--- config.mk ---
export PLATFORM = sky130hd
export DESIGN_NAME = appr_mac_ctrl
export DESIGN_NICKNAME = d
export VERILOG_FILES = /design/src/rtl/appr_mac_ctrl.sv
export SDC_FILE = /design/constraint.sdc
export NUM_CORES = 1
export LEC_CHECK = 0
export BUFFER_PORTS_ARGS = -buffer_cell sky130_fd_sc_hd__buf_2
export CORE_UTILIZATION = 40
export CTS_BUF_LIST = sky130_fd_sc_hd__clkbuf_4
export DETAILED_ROUTE_END_ITERATION = 8
export PLACE_DENSITY_LB_ADDON = 0.15
export RECOVER_POWER = 100
export SYNTH_ARGS = -nofsm -noshare
export SYNTH_HDL_FRONTEND = slang
export SYNTH_SLANG_ARGS = --single-unit
--- constraint.sdc ---
create_clock -name clk -period 2.65 [get_ports clk]
set_clock_uncertainty 0.1 [all_clocks]
set_input_delay 0.265 -clock clk [delete_from_list [all_inputs] [get_ports clk]]
set_output_delay 0.265 -clock clk [all_outputs]
set_load 0.005 [all_outputs]
--- src/rtl/appr_mac_ctrl.sv ---
// Operand sequencer and dot-product accumulator for the 8x8 approximate multiplier.
// Issues VEC_LEN operand pairs, retires products after MUL_LAT cycles, presents the sum.
module appr_mac_ctrl #(
  parameter int MUL_LAT = 2,
  parameter int VEC_LEN = 8,
  parameter int ACC_W   = 24
) (
  input  logic             clk,
  input  logic             rst,
  input  logic             in_valid,
  output logic             in_ready,
  input  logic [7:0]       in_a,
  input  logic [7:0]       in_b,
  output logic [7:0]       mul_a,
  output logic [7:0]       mul_b,
  input  logic [15:0]      mul_p,
  output logic             out_valid,
  input  logic             out_ready,
  output logic [ACC_W-1:0] out_sum,
  output logic             out_ovf
);

  typedef enum logic [1:0] {
    ISSUE,
    DRAIN,
    HOLD
  } state_e;

  localparam int CNT_W = $clog2(VEC_LEN + 1);
  localparam logic [CNT_W-1:0] LAST = CNT_W'(VEC_LEN - 1);
  localparam logic [CNT_W-1:0] FULL = CNT_W'(VEC_LEN);

  state_e           state_q, state_d;
  logic [CNT_W-1:0] icnt_q, icnt_d;
  logic [CNT_W-1:0] rcnt_q, rcnt_d;
  logic [MUL_LAT:0] tag_q, tag_d;
  logic [ACC_W-1:0] acc_q, acc_d;
  logic             ovf_q, ovf_d;
  logic [7:0]       ma_q, ma_d;
  logic [7:0]       mb_q, mb_d;
  logic             ov_q, ov_d;
  logic [ACC_W-1:0] sum_q, sum_d;

  logic             accept;
  logic             retire;
  logic [ACC_W:0]   add_w;

  assign in_ready  = (state_q == ISSUE) && (icnt_q < FULL);
  assign accept    = in_valid & in_ready;
  // The tag leaving the pipe marks the cycle in which mul_p is valid.
  assign retire    = tag_q[MUL_LAT];
  assign add_w     = {1'b0, acc_q} + (ACC_W + 1)'(mul_p);

  assign mul_a     = ma_q;
  assign mul_b     = mb_q;
  assign out_valid = ov_q;
  assign out_sum   = sum_q;
  assign out_ovf   = ovf_q;

  always_comb begin
    state_d = state_q;
    icnt_d  = icnt_q;
    rcnt_d  = rcnt_q;
    tag_d   = tag_q << 1;
    acc_d   = acc_q;
    ovf_d   = ovf_q;
    ma_d    = ma_q;
    mb_d    = mb_q;
    ov_d    = ov_q;
    sum_d   = sum_q;

    tag_d[0] = accept;

    if (accept) begin
      ma_d   = in_a;
      mb_d   = in_b;
      icnt_d = icnt_q + CNT_W'(1);
      if (icnt_q == LAST) begin
        state_d = DRAIN;
      end
    end

    // Completion follows the retire count, whatever state we are in.
    if (retire) begin
      acc_d  = add_w[ACC_W-1:0];
      ovf_d  = ovf_q | add_w[ACC_W];
      rcnt_d = rcnt_q + CNT_W'(1);
      if (rcnt_q == LAST) begin
        ov_d    = 1'b1;
        sum_d   = add_w[ACC_W-1:0];
        state_d = HOLD;
      end
    end

    if (ov_q && out_ready) begin
      ov_d    = 1'b0;
      acc_d   = '0;
      ovf_d   = 1'b0;
      icnt_d  = '0;
      rcnt_d  = '0;
      tag_d   = '0;
      state_d = ISSUE;
    end
  end

  always_ff @(posedge clk or negedge rst) begin
    if (!rst) begin
      state_q <= ISSUE;
      icnt_q  <= '0;
      rcnt_q  <= '0;
      tag_q   <= '0;
      acc_q   <= '0;
      ovf_q   <= 1'b0;
      ma_q    <= '0;
      mb_q    <= '0;
      ov_q    <= 1'b0;
      sum_q   <= '0;
    end else begin
      state_q <= state_d;
      icnt_q  <= icnt_d;
      rcnt_q  <= rcnt_d;
      tag_q   <= tag_d;
      acc_q   <= acc_d;
      ovf_q   <= ovf_d;
      ma_q    <= ma_d;
      mb_q    <= mb_d;
      ov_q    <= ov_d;
      sum_q   <= sum_d;
    end
  end

endmodule

======== After elaboration in Yosys (flattened, before gate mapping) ========
Index checks and enable logic that the tools add are counted.
word-level totals
  register bits after elaboration ......... 79
  word-level logic and storage cells ...... 43
  input port bits ......................... 36
cells by class
  bitwise gates (word level) .............. 2
  equal/unequal tests ..................... 2
  order comparisons ....................... 1
  reductions and logical operators ........ 8
  $add $sub $neg .......................... 3
  multiplexer cells ....................... 17
operator list
  cell                   number
  $mux W24               2
  $add A24 B16 Y25       1
  $mux W4                4
  $mux W2                5
  $add A4 B1 Y4 const B  2
  $eq A4 B3 Y1 const B   2
  $reduce_bool A2 Y1     3
  $mux W1                5
  $lt A4 B4 Y1 const B   1
  $reduce_and A2 Y1      2
  $mux W3                1
  $logic_and A1 B1 Y1    2
  $logic_not A2 Y1       1
  $and A1 B1 Y1          1
  $or A1 B1 Y1           1

======== Depth between registers and ports, before layout ========
Gate-level depths: netlist (run 1).
  depth in word-level cells ............... 7
  mapped depth ............................ 9
  mapped depth without buffers ............ 9

======== Worst setup path before layout (run 1) ========
OpenSTA, ideal clock, no wires.
  kind .................................... register -> register
  start ................................... reg acc_q[0]
  end ..................................... reg acc_q[14]
  path buffers ............................ 0
  stages on the path, launching flop included .. 10
  setup slack ............................. 0.191 ns
  arrival time ............................ 2.240 ns
  period minus slack after synthesis ...... 2.459 ns
  data required time ...................... 2.431 ns
  cells stage by stage .................... dfrtp_1 > ha_1 > fa_1 > a21o_1 > a221oi_2 > o21ai_2 > a21oi_2 > xor2_1 > mux2i_1 > and2_1
between the ends
  longest elaborated chain between the ends .. 3
RTL lines
  element                 RTL line  source
  start, declared         37        logic [ACC_W-1:0] acc_q, acc_d;
  start signal, assigned  112       acc_q <= '0;
  start signal, assigned  123       acc_q <= acc_d;
  $add A24 B16 Y25        52        assign add_w = {1'b0, acc_q} + (ACC_W + 1)'(mul_p);
  $mux W24                84        if (retire) begin
  $mux W24                95        if (ov_q && out_ready) begin
Every way passes these cells. The select of a mux whose other input is x is not followed.
A chain may end at the register's enable or synchronous reset.

======== Final worst setup path (run 1) ========
  start ................................... reg acc_q[0]
  end ..................................... reg acc_q[18]
The elaborated chain is that of the path after synthesis.

==> results of run 1 <==
==> power breakdown <==
part / internal [mW] / switching (mW) / total [mW]
clock: 0.492 / 0.465 / 0.957
sequential: 1.74 / 0.312 / 2.05
combinational: 1.25 / 1.44 / 2.69
total: 3.48 / 2.21 / 5.69
==> per-stage QoR <==
| stage | instance area [um^2] | cells | power [mW] | hold WS [ns] |
|---|---|---|---|---|
| global placement | 4690 | 612 | 4.73 | 0.229 |
| floorplan | 4110 | 409 | 3.92 | -0.131 |
| CTS | 5060 | 646 | 5.79 | 0.0783 |
| detailed placement | 4690 | 612 | 4.79 | 0.227 |
| finish | 5020 | 647 | 5.69 | 0.0969 |
| global route | 5020 | 647 | 6.22 | 0.0961 |
==> final timing paths <==
path	from	to	slack [ns]
setup / recovery	acc_q[0]	acc_q[18]	0.14
hold / removal	mul_p[0]	out_sum[0]	0.1
setup reg to reg	acc_q[0]	acc_q[18]	0.14
hold reg to reg	tag_q[0]	tag_q[1]	0.36
max in group asynchronous	rst	acc_q[2]	0.56
min in group asynchronous	rst	out_sum[8]	0.82
==> metal layers <==
layer	GRT usage, %	wire length, um
met4	6.50	131
met2	30.3	4070
met3	3.97	389
met1	23.6	4290
met5	0	0
==> state kept, by name, summed over array words and instances (netlist names) <==
name       cells
rcnt_q         4
out_ovf        1
out_valid      1
out_sum       24
acc_q         24
icnt_q         4
mul_a          8
tag_q          3
state_q        2
mul_b          8
==> synth_stat cells (all sizes together) (7+ instances only) <==
cell type / count / area (um^2)
a21oi: 14 / 73.8
nor2: 35 / 131
a21o: 7 / 52.6
inv: 12 / 45.0
xnor2: 13 / 114
nand4: 7 / 43.8
and2: 12 / 75.1
dfrtp: 79 / 1980
xor2: 19 / 166
clkbuf: 18 / 68.8
mux2i: 10 / 100
nand2: 46 / 173
o21ai: 43 / 219
mux2: 19 / 214
ha: 18 / 225
==> final cells by class <==
class / count / area share, %
clock buffers: 9 / 1.35
clock inverters: 7 / 2.54
inverters: 12 / 0.898
multi-input cells: 298 / 40.2
flip-flops and latches: 79 / 39.4
well taps: 133 / 3.32
repair buffers: 109 / 12.3
==> critical path, stage by stage (launching register included) <==
cell,delay [ns]
dfrtp_1,0.40
ha_1,0.21
fa_1,0.39
a21o_1,0.23
a221oi_4,0.29
o21ai_2,0.15
nor3b_1,0.17
o21ai_0,0.23
xor2_1,0.16
nor2_1,0.05
==> logic make-up after synthesis <==
group                    Yosys count  synth area share (%)
AND/OR/NAND/NOR                  129                  14.9
AO/OA/AOI/OAI                     89                  13.4
flip-flops                        79                  48.2
XOR/XNOR                          32                  6.83
buffers and inverters             32                  3.08
multiplexers                      29                  7.65
adder cells (fa/ha/maj)           19                  5.97
==> repair_timing <==
item | CTS | global route
resized for setup | 0 | 3
setup endpoints to repair | 0 | 7
endpoints found under the hold margin | 96 | 0
hold buffers | 18 | 0
setup buffers | 0 | 1
==> metrics.yaml, run 1 <==
status:
  status: "finished, violations left"
  violations: "max-capacitance violations, max-slew violations"
hold_path:
  hold_path.class: "primary input to register"
  holdPathStages: 4
synth:
  ys_seq_elements: 79
  syn_area_per_cell_um2: 10.0
  synth_nets: 464
  synthCells: 409
  ys_seq_area_share_pct: 48.2
  synth_enable_flop_cells: 0
  synth_cell_types: 48
  syn_area_um2: 4110
  yosysWarnings: 0
  yosys_most_used_dff: "dfrtp_1"
  async_reset_ff_share_pct: 100
cells_and_area:
  layout_commonest_cell: "dfrtp_1"
  fin_nets: 564
  synthToLayoutAreaGrowth_pct: 22.2
  drive_gt1_share_pct: 19.1
  ff_latch_area_um2: 1980
  multi_input_area_um2: 2020
  utilization_pct: 50.8
  n_antenna_cell: 0
  final_cell_mix: "dfrtp_1, buf_2, nand2_1"
  num-fill-cells: 943
drt:
  drt_iter0_markers: 111
  vias: 3222
  viasPerCell: 4.98
  drc_errors: 0
  first_pass_iters: 4
  wl_per_cell_um: 13.7
  wl_um: 8880
  ant_nets: 0
sta:
  clock.fmax_mhz: 399
  post-route-min-period_ns: 2.51
  period_share_pct: 94.6
  rsz0062_at_grt: "yes"
  relSlewSlack_pct: -15.8
  setup_viol: 0
  finalHoldViolCount: 0
  fin_ws_ns: 0.142
  worstMarginPinSlew_ns: 1.74
  tns_ns: 0
  report.final.slew_viol_count: 80
critical_path:
  arrival_ns: 2.71
  reg2reg_depth: 9
  cp.required_ns: 2.85
  critPathLaunchType: "register"
  crit_fanout: 3
  critPathCaptureType: "register"
  path_class: "register to register"
clock_tree:
  cts_root_buf: "clkbuf_4"
  cts_tree: "done"
  cts_sinks: 79
  cts.path.max_buffers: 2
  cts_buffers: 9
  clkLatencyLatePin_ns: 0.44
  htreeDepth: 3
  path_clk_slew_ns: 0.14
die:
  fp.dieW_um: 103
  dieHeight_um: 103
  dieArea_um2: 10700
  core_um2: 9860
  rows: 36
  initial_utilization_pct: 41.6
  io_pins: 79
grt:
  gr-total-overflow: 0
  grt_max_degree: 80
  grt_pass1_vias: 3167
  antenna_found_initial: 0
  grt_pass1_wl_um: 14800
  track_usage_pct: 18.2
placement:
  globalplace.congestion: 0.825
  io_buffers: 78
  pre_cts_slack_ns: 0.0250
  dp_hpwl_um: 6190
pwr:
  power.density_nw_per_um2: 1130
  irDropWorstVdd_mv: 0.460
  p_leak_nw: 2.32
job:
  cap_violations: 1
Note: power is estimated with default switching activity, not from simulation.
==> inputs of run 2 (changes only) <==
BUFFER_PORTS_ARGS = -buffer_cell sky130_fd_sc_hd__buf_4   (was -buffer_cell sky130_fd_sc_hd__buf_2)
==> metrics.yaml, run 2 (synthesis gave the netlist of run 1 again) <==
grt:
  antenna_found_initial: 0
  track_usage_pct: 19.0
  gr-total-overflow: 0
  grt_pass1_wl_um: 15200
  grt_max_degree: 45
  grt_pass1_vias: 3216
drt:
  wl_met1_um: 4310
  viasPerCell: 4.98
  drc_errors: 0
  wl_per_cell_um: 14.0
  ant_nets: 0
  wl_met2_um: 4190
  drt_iter0_markers: 116
  first_pass_iters: 4
  vias: 3213
  routed.top_layer: "met4"
  met3_length_um: 366
  wl_um: 9010
cells_and_area:
  fin_nets: 563
  n_antenna_cell: 0
  final_cell_mix: "dfrtp_1, clkbuf_4, nand2_1"
  num-fill-cells: 945
  drive_gt1_share_pct: 23.2
  layout_commonest_cell: "dfrtp_1"
  synthToLayoutAreaGrowth_pct: 24.9
sta:
  rsz0062_at_grt: "no"
  tns_ns: 0
  post-route-min-period_ns: 2.49
  setup_viol: 0
  period_share_pct: 93.9
  finalHoldViolCount: 0
  fin_ws_ns: 0.163
  report.final.slew_viol_count: 0
  relSlewSlack_pct: 28.2
  clock.fmax_mhz: 402
  worstMarginPinSlew_ns: 1.08
critical_path:
  timing.rr.start: "acc_q[4]"
  reg2reg_slack_ns: 0.16
  crit_fanout: 7
  rr_endpoint: "acc_q[19]"
  reg2reg_depth: 8
  cp.required_ns: 2.87
  critPathLaunchType: "register"
  arrival_ns: 2.71
  path_class: "register to register"
  critPathCaptureType: "register"
hold_path:
  hp-start: "mul_p[0]"
  whs_endpoint: "out_sum[0]"
  holdPathStages: 4
  hold_path.class: "primary input to register"
pwr:
  p_comb_share_pct: 51.7
  power.density_nw_per_um2: 1080
  power_frac_clock_pct: 11.1
  p_seq_share_pct: 37.2
  p_int_mw: 3.33
  irDropWorstVdd_mv: 0.513
  p_sw_mw: 2.19
  p_leak_nw: 2.39
  switching_share_pct: 39.6
die:
  initial_utilization_pct: 41.6
  core_um2: 9860
  io_pins: 79
  dieHeight_um: 103
  dieArea_um2: 10700
  rows: 36
  fp.dieW_um: 103
status:
  status: "finished clean"
clock_tree:
  cts.path.max_buffers: 2
  clkLatencyLatePin_ns: 0.44
  cts_root_buf: "clkbuf_4"
  cts_tree: "done"
  path_clk_slew_ns: 0.12
  cts_sinks: 79
  htreeDepth: 3
  cts_buffers: 9
placement:
  dp_hpwl_um: 6400
  io_buffers: 78
  pre_cts_slack_ns: 0.0101
  globalplace.congestion: 0.836
job:
  cap_violations: 0
run 2: cell count changes in the layout (fill, tap and decap cells not counted), moves of 2 or more:
cell       previous run  this run
buf_2                47         0
clkbuf_4             11        48
buf_4                 7        39
bufinv_16             3         0
inv_6                 2         0
clkinv_2              0         2
and2_0                5         8
clkbuf_1             34        10
and2_1                7         4
o21ai_1               2         0
run 2: critical path, cell delays in order (launching register included):
cell and delay (ns):
dfrtp_1 0.40, ha_1 0.36, a21o_1 0.25, a31o_1 0.22
o21a_1 0.23, o21a_1 0.27, o211ai_1 0.31, xor2_1 0.18
nor2_1 0.05
run 2: power by group through the flow:
stage               Sequential, mW  Combinational (mW)  Clock (mW)
CTS                           2.07                2.91       0.646
detailed placement            2.09                2.89           0
global placement              2.07                2.84           0
floorplan                     2.05                1.87           0
global route                  2.13                3.24       0.694
finish                        2.05                2.85       0.615
run 2: layout make-up:
cell class | count | area (um^2) | area share (%)
Clock buffer | 9 | 67.6 | 1.32
Clock inverter | 6 | 38.8 | 0.757
Inverter | 12 | 45.0 | 0.879
Multi-Input combinational cell | 298 | 2020 | 39.4
Sequential cell | 79 | 1980 | 38.6
Tap cell | 133 | 166 | 3.25
Timing Repair Buffer | 108 | 813 | 15.9
run 2: repair_timing:
| action | in CTS | in global routing |
|---|---|---|
| endpoints found under the hold margin | 52 | 0 |
| hold buffers | 18 | 0 |
| setup endpoints to repair | 0 | 9 |
| buffers inserted | 0 | 1 |
| gates resized for setup | 0 | 4 |
run 2: per-layer routing:
metal  up-vias  global-route usage (%)
met5         -                       0
met4         0                    7.48
met3        14                    4.23
met2        72                    30.6
met1      1511                    24.9
li1       1616                       -
run 2: worst max-delay path by stage:
stage,startpoint,to,slack (ns),depth (start not counted)
2_1_floorplan,acc_q[0],acc_q[14],0.19,9
3_3_place_gp,mul_p[0],acc_q[14],0.05,10
3_5_place_dp,mul_p[0],acc_q[14],0.01,10
4_1_cts,acc_q[0],acc_q[14],0.02,9
5_1_grt,acc_q[4],acc_q[15],0.02,8
6_report,acc_q[4],acc_q[19],0.16,8
run 2: through the flow:
stage	power, mW	instance area, um^2	cells	utilization (%)	hold slack (ns)
4_1_cts	5.63	5160	644	52.3	0.0416
3_5_place_dp	4.98	4870	611	49.4	0.165
3_3_place_gp	4.91	4870	611	49.4	0.166
5_1_grt	6.06	5130	645	52.0	0.0905
6_report	5.52	5130	645	52.0	0.0705
2_1_floorplan	3.92	4110	409	-	-0.131
==> inputs of run 3 (changes only) <==
RECOVER_POWER = not set   (was 100)
==> metrics.yaml, run 3 (synthesis gave the netlist of run 1 again) <==
status:
  status: "finished clean"
critical_path:
  crit_chain: "ha_1 -> a21o_1 -> a31o_1 -> o21a_1 -> o21a_1 -> o21ai_0 -> xor2_1 -> o21ai_0"
  cp-startpoint: "acc_q[4]"
  critPathLaunchType: "register"
  crit_end: "out_sum[21]"
  cp_slowest_stage_delay_ns: 0.40
  cp.required_ns: 2.88
  cp_slowest_cell: "dfrtp_1"
  timing.rr.start: "acc_q[4]"
  path_class: "register to register"
  reg2reg_slack_ns: 0.19
  reg2reg_depth: 8
  arrival_ns: 2.69
  critPathCaptureType: "register"
  crit_fanout: 7
  rr_endpoint: "out_sum[21]"
clock_tree:
  cts_tree: "done"
  cts_root_buf: "clkbuf_4"
  htreeDepth: 3
  clkLatencyLatePin_ns: 0.44
  cts.path.max_buffers: 2
  cts_sinks: 79
  cts_buffers: 9
  path_clk_slew_ns: 0.12
die:
  core_um2: 9860
  rows: 36
  dieHeight_um: 103
  fp.dieW_um: 103
  io_pins: 79
  dieArea_um2: 10700
  initial_utilization_pct: 41.6
sta:
  post-route-min-period_ns: 2.46
  report.final.slew_viol_count: 0
  rsz0062_at_grt: "no"
  whs_ns: 0.0774
  setup_viol: 0
  clock.fmax_mhz: 407
  relSlewSlack_pct: 56.6
  worstMarginPinSlew_ns: 0.650
  period_share_pct: 92.7
  tns_ns: 0
  finalHoldViolCount: 0
pwr:
  p_leak_nw: 2.45
  power.density_nw_per_um2: 1080
  irDropWorstVdd_mv: 0.515
  finalPower_mw: 5.62
hold_path:
  hold_path.class: "primary input to register"
drt:
  wl_um: 9060
  wl_per_cell_um: 14.0
  ant_nets: 0
  drc_errors: 0
  vias: 3212
  drt_iter0_markers: 93
  viasPerCell: 4.98
  first_pass_iters: 4
cells_and_area:
  synthToLayoutAreaGrowth_pct: 26.3
  fin_nets: 563
  layout_commonest_cell: "buf_4"
  n_antenna_cell: 0
  drive_gt1_share_pct: 25.6
  final_cell_mix: "buf_4, dfrtp_1, nand2_1"
  finalNonFillerCells: 645
placement:
  placed_cells_incl_taps: 611
  globalplace.congestion: 0.836
  dp_hpwl_um: 6400
  io_buffers: 78
grt:
  track_usage_pct: 19.0
  antenna_found_initial: 0
  grt_pass1_vias: 3216
  grt_max_degree: 45
  gr-total-overflow: 0
  grt_pass1_wl_um: 15200
job:
  cap_violations: 0
==> run 3: stage by stage <==
step	cell area [um^2]	setup WS [ns]	utilization [%]
after global placement	4870	0.0466	49.4
final	5190	0.193	52.6
after floorplan	4110	0.191	-
after detailed placement	4870	0.0101	49.4
after CTS	5160	0.0178	52.3
after global routing	5190	0.0250	52.6
==> run 3: per-layer routing <==
layer	up-vias	track usage [%]	part of all wire [%]
met2	62	30.6	47
met1	1523	24.9	48
li1	1614	-	-
met5	-	0	0
met3	13	4.23	3.5
met4	0	7.48	1.7
==> run 3: area by class of cell <==
class | instances | area (um^2)
clock buffer | 9 | 67.6
clock inverter | 6 | 38.8
tap | 133 | 166
sequential | 79 | 1980
fill | 929 | 4680
inverter | 12 | 45.0
multi-input combinational | 298 | 2020
timing repair buffer | 108 | 868
==> run 3: how the worst min path moves through the flow <==
stage	startpoint	end	slack (ns)	depth (start not counted)
3_5_place_dp	rst	out_sum[10]	0.16	1
5_1_grt	mul_p[0]	out_sum[0]	0.09	4
3_3_place_gp	rst	out_sum[10]	0.17	1
4_1_cts	mul_p[0]	out_sum[0]	0.04	4
6_report	mul_p[0]	out_sum[0]	0.08	4
2_1_floorplan	rst	acc_q[0]	-0.13	0
==> run 3: timing repair <==
item	CTS	global route
resized for setup	0	4
setup endpoints to repair	0	9
hold endpoints to repair	52	0
setup buffers	0	1
hold buffers	18	0
==> run 3: power by group <==
group	switching, mW	total (mW)	internal, mW
combinational	1.45	2.94	1.49
sequential	0.323	2.06	1.74
clock	0.429	0.613	0.184
==> run 3: worst max-delay path: cells and delay by family (launching register included) <==
| family | cells | cell delay [ns] |
|---|---|---|
| compound gates | 6 | 1.31 |
| xor+xnor | 1 | 0.19 |
| fa+ha+maj | 1 | 0.36 |
| flops | 1 | 0.40 |
